### src/rtl/uart_pkg.sv
// Shared definitions for the UART receiver: FSM state type and default bit timing.
package uart_pkg;

  // 100 MHz system clock / 9600 baud.
  localparam int UART_DEFAULT_CLKS_PER_BIT = 10417;

  typedef enum logic [2:0] {
    ST_IDLE,
    ST_START,
    ST_DATA,
    ST_PARITY,
    ST_STOP,
    ST_BREAK
  } uart_rx_state_t;

endpackage

### src/rtl/uart_rx_fifo.sv
// Synchronous show-ahead FIFO. rdata is a register that always holds the head
// entry, so it changes only in the cycle after a pop or after the first write
// into an empty FIFO.
module uart_rx_fifo #(
  parameter int WIDTH = 8,
  parameter int DEPTH = 4
) (
  input  logic                     clk,
  input  logic                     rst,
  input  logic                     push,
  input  logic                     pop,
  input  logic [WIDTH-1:0]         wdata,
  output logic [WIDTH-1:0]         rdata,
  output logic [$clog2(DEPTH):0]   count,
  output logic                     full,
  output logic                     empty
);

  localparam int AW = $clog2(DEPTH);
  localparam int CW = AW + 1;

  logic [WIDTH-1:0] mem [DEPTH];
  logic [AW-1:0]    wr_ptr;
  logic [AW-1:0]    rd_ptr;
  logic [AW-1:0]    rd_next;
  logic [CW-1:0]    after_pop;
  logic             do_push;
  logic             do_pop;

  assign full      = (count == CW'(DEPTH));
  assign empty     = (count == '0);
  assign do_pop    = pop && !empty;
  // A full FIFO still accepts a word when the head leaves in the same cycle.
  assign do_push   = push && (!full || do_pop);
  assign rd_next   = rd_ptr + AW'(do_pop);
  assign after_pop = count - CW'(do_pop);

  // Storage write.
  // NOTE: the storage array has no reset; only pointers and count define
  // which entries are meaningful, so clearing it would buy nothing.
  always_ff @(posedge clk) begin
    if (do_push) mem[wr_ptr] <= wdata;
  end

  // Pointers, occupancy and the registered head word.
  always_ff @(posedge clk) begin
    if (rst) begin
      wr_ptr <= '0;
      rd_ptr <= '0;
      count  <= '0;
      rdata  <= '0;
    end else begin
      if (do_push) wr_ptr <= wr_ptr + AW'(1);
      if (do_pop)  rd_ptr <= rd_next;
      count <= count + CW'(do_push) - CW'(do_pop);
      // The next head is either the word being written (when nothing else
      // remains) or the stored entry at the advanced read pointer.
      if (do_push && after_pop == '0) begin
        rdata <= wdata;
      end else if (after_pop != '0) begin
        rdata <= mem[rd_next];
      end
    end
  end

endmodule

### src/rtl/uart_rx.sv
// Oversampling UART receiver with glitch rejection, framing-error detection,
// break handling and a show-ahead receive FIFO popped with VALID/READY.
// Optional even parity is enabled by defining UART_RX_PARITY_EN.
module uart_rx
  import uart_pkg::*;
#(
  parameter int CLKS_PER_BIT = UART_DEFAULT_CLKS_PER_BIT,
  parameter int DATA_BITS    = 8,
  parameter int FIFO_DEPTH   = 4,
  parameter int SYNC_STAGES  = 2
) (
  input  logic                          CLK,
  input  logic                          RST,
  input  logic                          UART_RXD,
  output logic [DATA_BITS-1:0]          DATA,
  output logic                          VALID,
  input  logic                          READY,
  output logic [$clog2(FIFO_DEPTH):0]   COUNT,
  output logic                          FRAME_ERR,
  output logic                          PARITY_ERR,
  output logic                          OVERRUN
);

  localparam int CNT_W = $clog2(CLKS_PER_BIT);
  localparam int IDX_W = $clog2(DATA_BITS);
  localparam logic [CNT_W-1:0] HALF_LAST = CNT_W'(CLKS_PER_BIT / 2 - 1);
  localparam logic [CNT_W-1:0] BIT_LAST  = CNT_W'(CLKS_PER_BIT - 1);
  localparam logic [IDX_W-1:0] IDX_LAST  = IDX_W'(DATA_BITS - 1);

  logic [SYNC_STAGES-1:0] sync;
  logic                   rxs;
  uart_rx_state_t         state;
  logic [CNT_W-1:0]       cnt;
  logic [IDX_W-1:0]       idx;
  logic [DATA_BITS-1:0]   shreg;
  logic                   push_q;
  logic                   frame_err;
  logic                   overrun;
  logic                   fifo_full;
  logic                   fifo_empty;
  logic                   pop;
`ifdef UART_RX_PARITY_EN
  logic                   par_bad;
  logic                   parity_err;
`endif

  assign rxs = sync[SYNC_STAGES-1];

  // Synchroniser for the asynchronous line; resets to the idle (high) level.
  // NOTE: registers are updated with <= so every stage samples the previous
  // stage's old value at the same edge, giving a true shift chain.
  always_ff @(posedge CLK) begin
    if (RST) sync <= '1;
    else     sync <= {sync[SYNC_STAGES-2:0], UART_RXD};
  end

  // Receive FSM: baud counter, bit sampling, shift register and error pulses.
  always_ff @(posedge CLK) begin
    if (RST) begin
      state     <= ST_IDLE;
      cnt       <= '0;
      idx       <= '0;
      shreg     <= '0;
      push_q    <= 1'b0;
      frame_err <= 1'b0;
`ifdef UART_RX_PARITY_EN
      par_bad    <= 1'b0;
      parity_err <= 1'b0;
`endif
    end else begin
      push_q    <= 1'b0;
      frame_err <= 1'b0;
`ifdef UART_RX_PARITY_EN
      parity_err <= 1'b0;
`endif
      case (state)
        ST_IDLE: begin
          cnt <= '0;
          if (!rxs) state <= ST_START;
        end
        ST_START: begin
          if (cnt == HALF_LAST) begin
            cnt <= '0;
            idx <= '0;
            // A line that is already high again mid start bit was a glitch.
            state <= rxs ? ST_IDLE : ST_DATA;
          end else begin
            cnt <= cnt + CNT_W'(1);
          end
        end
        ST_DATA: begin
          if (cnt == BIT_LAST) begin
            cnt   <= '0;
            shreg <= {rxs, shreg[DATA_BITS-1:1]};
            if (idx == IDX_LAST) begin
`ifdef UART_RX_PARITY_EN
              state <= ST_PARITY;
`else
              state <= ST_STOP;
`endif
            end else begin
              idx <= idx + IDX_W'(1);
            end
          end else begin
            cnt <= cnt + CNT_W'(1);
          end
        end
`ifdef UART_RX_PARITY_EN
        ST_PARITY: begin
          if (cnt == BIT_LAST) begin
            cnt     <= '0;
            par_bad <= (rxs != ^shreg);
            state   <= ST_STOP;
          end else begin
            cnt <= cnt + CNT_W'(1);
          end
        end
`endif
        ST_STOP: begin
          if (cnt == BIT_LAST) begin
            cnt <= '0;
            if (!rxs) begin
              frame_err <= 1'b1;
              state     <= ST_BREAK;
            end else begin
`ifdef UART_RX_PARITY_EN
              if (par_bad) parity_err <= 1'b1;
              else         push_q     <= 1'b1;
`else
              push_q <= 1'b1;
`endif
              state <= ST_IDLE;
            end
          end else begin
            cnt <= cnt + CNT_W'(1);
          end
        end
        ST_BREAK: begin
          // Hold off until the line returns high so a stuck-low line is not
          // decoded as a stream of zero words.
          if (rxs) state <= ST_IDLE;
        end
        default: state <= ST_IDLE;
      endcase
    end
  end

  assign VALID = !fifo_empty;
  assign pop   = VALID && READY;

  // Overrun pulse: a completed word met a full FIFO with no pop to make room.
  always_ff @(posedge CLK) begin
    if (RST) overrun <= 1'b0;
    else     overrun <= push_q && fifo_full && !pop;
  end

  // shreg stays stable until the next frame's data bits, so it can feed the
  // FIFO directly in the cycle after the stop-bit sample.
  uart_rx_fifo #(
    .WIDTH (DATA_BITS),
    .DEPTH (FIFO_DEPTH)
  ) u_fifo (
    .clk   (CLK),
    .rst   (RST),
    .push  (push_q),
    .pop   (pop),
    .wdata (shreg),
    .rdata (DATA),
    .count (COUNT),
    .full  (fifo_full),
    .empty (fifo_empty)
  );

  assign FRAME_ERR = frame_err;
  assign OVERRUN   = overrun;
`ifdef UART_RX_PARITY_EN
  assign PARITY_ERR = parity_err;
`else
  assign PARITY_ERR = 1'b0;
`endif

endmodule
### config.mk
export PLATFORM = sky130hd
export DESIGN_NAME = uart_rx
export DESIGN_NICKNAME = d
export VERILOG_FILES = /design/src/rtl/uart_pkg.sv /design/src/rtl/uart_rx_fifo.sv /design/src/rtl/uart_rx.sv
export SDC_FILE = /design/constraint.sdc
export NUM_CORES = 1
export LEC_CHECK = 0
export BUFFER_PORTS_ARGS = -buffer_cell sky130_fd_sc_hd__buf_4
export CAP_MARGIN = 20
export CORE_MARGIN = 2
export CORE_UTILIZATION = 65
export CTS_CLUSTER_SIZE = 16
export DETAILED_ROUTE_END_ITERATION = 10
export GPL_TIMING_DRIVEN = 0
export HOLD_SLACK_MARGIN = 0.03
export PLACE_DENSITY = 0.83
export SETUP_SLACK_MARGIN = 0.4
export SLEW_MARGIN = 5
export SYNTH_ARGS = -nofsm -noshare
export SYNTH_HDL_FRONTEND = slang
export SYNTH_SLANG_ARGS = --single-unit
export TNS_END_PERCENT = 1
### constraint.sdc
create_clock -name CLK -period 4 [get_ports CLK]
set_clock_uncertainty 0.15 [all_clocks]
set_input_delay 0.6 -clock CLK [delete_from_list [all_inputs] [get_ports CLK]]
set_output_delay 0.6 -clock CLK [all_outputs]
set_load 0.05 [all_outputs]
==> results.sh <==
export IMPL_utilization_pct=76.83
export IMPL_setup_violations=0
export IMPL_initialDrtViolationCount=298
export IMPL_peakVddDrop_mv=0.3184
export IMPL_slew_violations=0
export IMPL_synth_top_family_by_area="simple AND/OR/NAND/NOR gates"
export IMPL_vias=2635
export IMPL_holdBufCountCts=0
export IMPL_drc=0
export IMPL_power_uw=2228
export IMPL_wl_per_cell_um=17.57
export IMPL_n_antenna_cell=0
export IMPL_postCtsSetupBuffers=0
export IMPL_clockRootBuffer="clkbuf_8"
export IMPL_cts_tree="built"
export IMPL_grt_pass1_vias=2494
export IMPL_finalCritPeriodShare_pct=77.07
export IMPL_hpwl_um=4555
export IMPL_cts_made_buffers=9
export IMPL_drive_above_1_share_pct=14.33
export IMPL_dieHeight_um=77.60
export IMPL_cp_max_fo=9
export IMPL_hold_violations=0
export IMPL_worstMarginPinSlew_ns=0.8551
export IMPL_async_reset_ff_share_pct=0
export IMPL_seq_area_frac_synth_pct=54.58
export IMPL_post_route_min_period_ns=3.083
export IMPL_die_area_um2=6022
export IMPL_crit_arrival_ns=3.12
export IMPL_htree_num_levels=3
export IMPL_ctsLongestPathBuffers=2
export IMPL_ys_ff_latch=80
export IMPL_core_area_um2=5172
export IMPL_grt_pass1_wl_um=12250
export IMPL_wirelength_um=7484
export IMPL_routabilityCongestion=0.8680
export IMPL_clk_latency_ns=0.35
export IMPL_relSlewSlack_pct=42.55
export IMPL_synth_simple_area_share_pct=18.51
export IMPL_synth_cell_type_count=49
export IMPL_rsz0062_at_grt="no"
export IMPL_io_pins=19
export IMPL_synth_compound_area_share_pct=9.168
export IMPL_syn_area_um2=3521
export IMPL_synthMuxAreaShare_pct=7.392
export IMPL_syn_num_nets=338
export IMPL_yosysWarnings=0
export IMPL_synth_xor_area_share_pct=2.239
export IMPL_timing_fmax_mhz=324.4
export IMPL_synth_edf_count=32
export IMPL_initial_core_util_pct=68.07
export IMPL_required_ns=4.04
export IMPL_drv_cap=0
export IMPL_core_rowCount=26
export IMPL_synthCells=322
export IMPL_grt_max_degree=15
export IMPL_final_antenna_net_count=0
export IMPL_cts_repair_resized=0
export IMPL_area_delta_synth_final_pct=12.86
export IMPL_ys_flop_type="dfxtp_1"
export IMPL_tns_ns=0
export IMPL_setup_worst_path_start_class="flip-flop"
export IMPL_port_buffers=17
export IMPL_antenna_found_initial=0
export IMPL_fin_area_um2=3974
export IMPL_placed_area_um2=3736
export IMPL_fillerInstances=332
export IMPL_viasPerCell=6.185
export IMPL_clk_pin_slew_ns=0.08
export IMPL_path_class="flip-flop to flip-flop"
export IMPL_numClockSinks=80
export IMPL_drt_pass1_iter_count=5
export IMPL_overflow=0
export IMPL_power_density_nw_per_um2=560.8
export IMPL_holdCritPathClass="flip-flop to flip-flop"
export IMPL_status="complete, no violations"
export IMPL_p_leak_uw=0.001465
export IMPL_synth_fa_ha_area_share_pct=4.478
export IMPL_die_w_um=77.60
export IMPL_crit_path_end_kind="flip-flop"
export IMPL_track_usage_pct=26.65
export IMPL_final_nets=367
export IMPL_avgSynthCellArea_um2=10.93
## worst max-delay path, cell delays in order (launching register included)
cell and delay [ns]:
dfxtp_1 0.39, or3_1 0.42, nand2_1 0.18, inv_1 0.10, ha_1 0.29, clkbuf_1 0.57, mux4_2 0.59, nor2_1 0.15
a311oi_1 0.09
## layer usage
metal  vias up  track usage, %  part of all wire, %
met2       124           41.81                   48
met1      1262           35.61                   43
met5         -               0                    0
met3        16           7.093                  7.7
li1       1233               -                    -
met4         0           10.18                  1.8
## synth_stat cells, types with 2 or more instances
master | count | area, um^2
dfxtp_1 | 48 | 960.9
nand2_1 | 40 | 150.1
edfxtp_1 | 32 | 960.9
nor2_1 | 30 | 112.6
inv_1 | 16 | 60.06
ha_1 | 11 | 137.6
a21oi_1 | 10 | 50.05
clkbuf_1 | 10 | 37.54
o21ai_0 | 9 | 45.04
a311oi_1 | 8 | 70.07
mux2i_1 | 8 | 80.08
mux4_2 | 8 | 180.2
a31oi_1 | 7 | 43.79
nand3_1 | 7 | 35.03
or3_1 | 6 | 37.54
xnor2_1 | 6 | 52.55
and3_1 | 5 | 31.28
nor3_1 | 5 | 25.02
a21o_1 | 4 | 30.03
nor4_1 | 4 | 25.02
or4_1 | 4 | 30.03
nand3b_1 | 3 | 22.52
nand4_1 | 3 | 18.77
nor2b_1 | 3 | 18.77
o32ai_1 | 3 | 26.28
xor2_1 | 3 | 26.28
a211oi_1 | 2 | 15.01
buf_1 | 2 | 7.510
buf_4 | 2 | 15.01
nor3b_1 | 2 | 15.01
o31ai_1 | 2 | 15.01
or2_2 | 2 | 12.51
## report_power, final
group          switching, uW  internal, uW  total [uW]
sequential              39.9           889         929
combinational            412           219         631
clock                    301           368         669
## cell usage in the layout (no fill, tap or decap), types with 2 or more instances in the layout
master / count
nand3b_1: 3
a31oi_1: 7
o31ai_1: 2
nand2_1: 40
clkbuf_1: 11
nor2_1: 30
or2_2: 2
a311oi_1: 8
a21oi_1: 10
o32ai_1: 3
ha_1: 11
nor4_1: 4
buf_4: 19
a211oi_1: 2
clkbuf_16: 2
nand4_1: 3
nor2b_1: 3
mux4_2: 8
inv_1: 16
clkbuf_8: 9
mux2i_1: 8
or4_1: 4
nand3_1: 7
nor3_1: 5
xnor2_1: 6
edfxtp_1: 32
o21ai_0: 9
buf_1: 2
nor3b_1: 2
and3_1: 5
xor2_1: 3
a21o_1: 4
or3_1: 6
dfxtp_1: 48
## worst paths after layout
| kind | slack, ns | start | depth (start not counted) | endpoint |
|---|---|---|---|---|
| max | 0.92 | u_fifo.count[0] | 8 | u_fifo.rdata[7] |
| min | 0.28 | sync[0] | 1 | sync[1] |
| max reg2reg | 0.92 | u_fifo.count[0] | 8 | u_fifo.rdata[7] |
| min reg2reg | 0.28 | sync[0] | 1 | sync[1] |
## logic make-up after synthesis
kind of cell	Yosys count
AO/OA/AOI/OAI	48
XOR/XNOR	9
adder cells (fa/ha/maj)	12
buffers and inverters	31
flip-flops	80
multiplexers	16
other	1
AND/OR/NAND/NOR	125
## sequential cells by signal (all words and copies together), names as in the netlist
| name | flops |
|---|---|
| sync | 2 |
| state | 3 |
| cnt | 14 |
| shreg | 8 |
| u_fifo.rd_ptr | 2 |
| push_q | 1 |
| FRAME_ERR | 1 |
| u_fifo.wr_ptr | 2 |
| u_fifo.mem | 32 |
| u_fifo.rdata | 8 |
| u_fifo.count | 3 |
| idx | 3 |
| OVERRUN | 1 |
## cell type report
type | count | area (um^2) | area share [%]
buffer | 14 | 60.06 | 1.511
inverter | 17 | 63.81 | 1.606
tap | 70 | 87.58 | 2.204
clock inverter | 4 | 55.05 | 1.385
sequential | 80 | 1922 | 48.36
multi-input combinational | 211 | 1475 | 37.12
timing repair buffer | 18 | 132.6 | 3.338
clock buffer | 12 | 177.7 | 4.471
## per-stage QoR
stage / cells / hold slack, ns / setup WS, ns
finish: 426 / 0.2772 / 0.9171
global route: 426 / 0.2682 / 0.6879
floorplan: 322 / 0.2395 / 0.8125
CTS: 425 / 0.2689 / 0.9491
detailed placement: 409 / 0.2573 / 0.6754
global placement: 409 / 0.2450 / 0.7039
(Power assumes the default switching activity.)
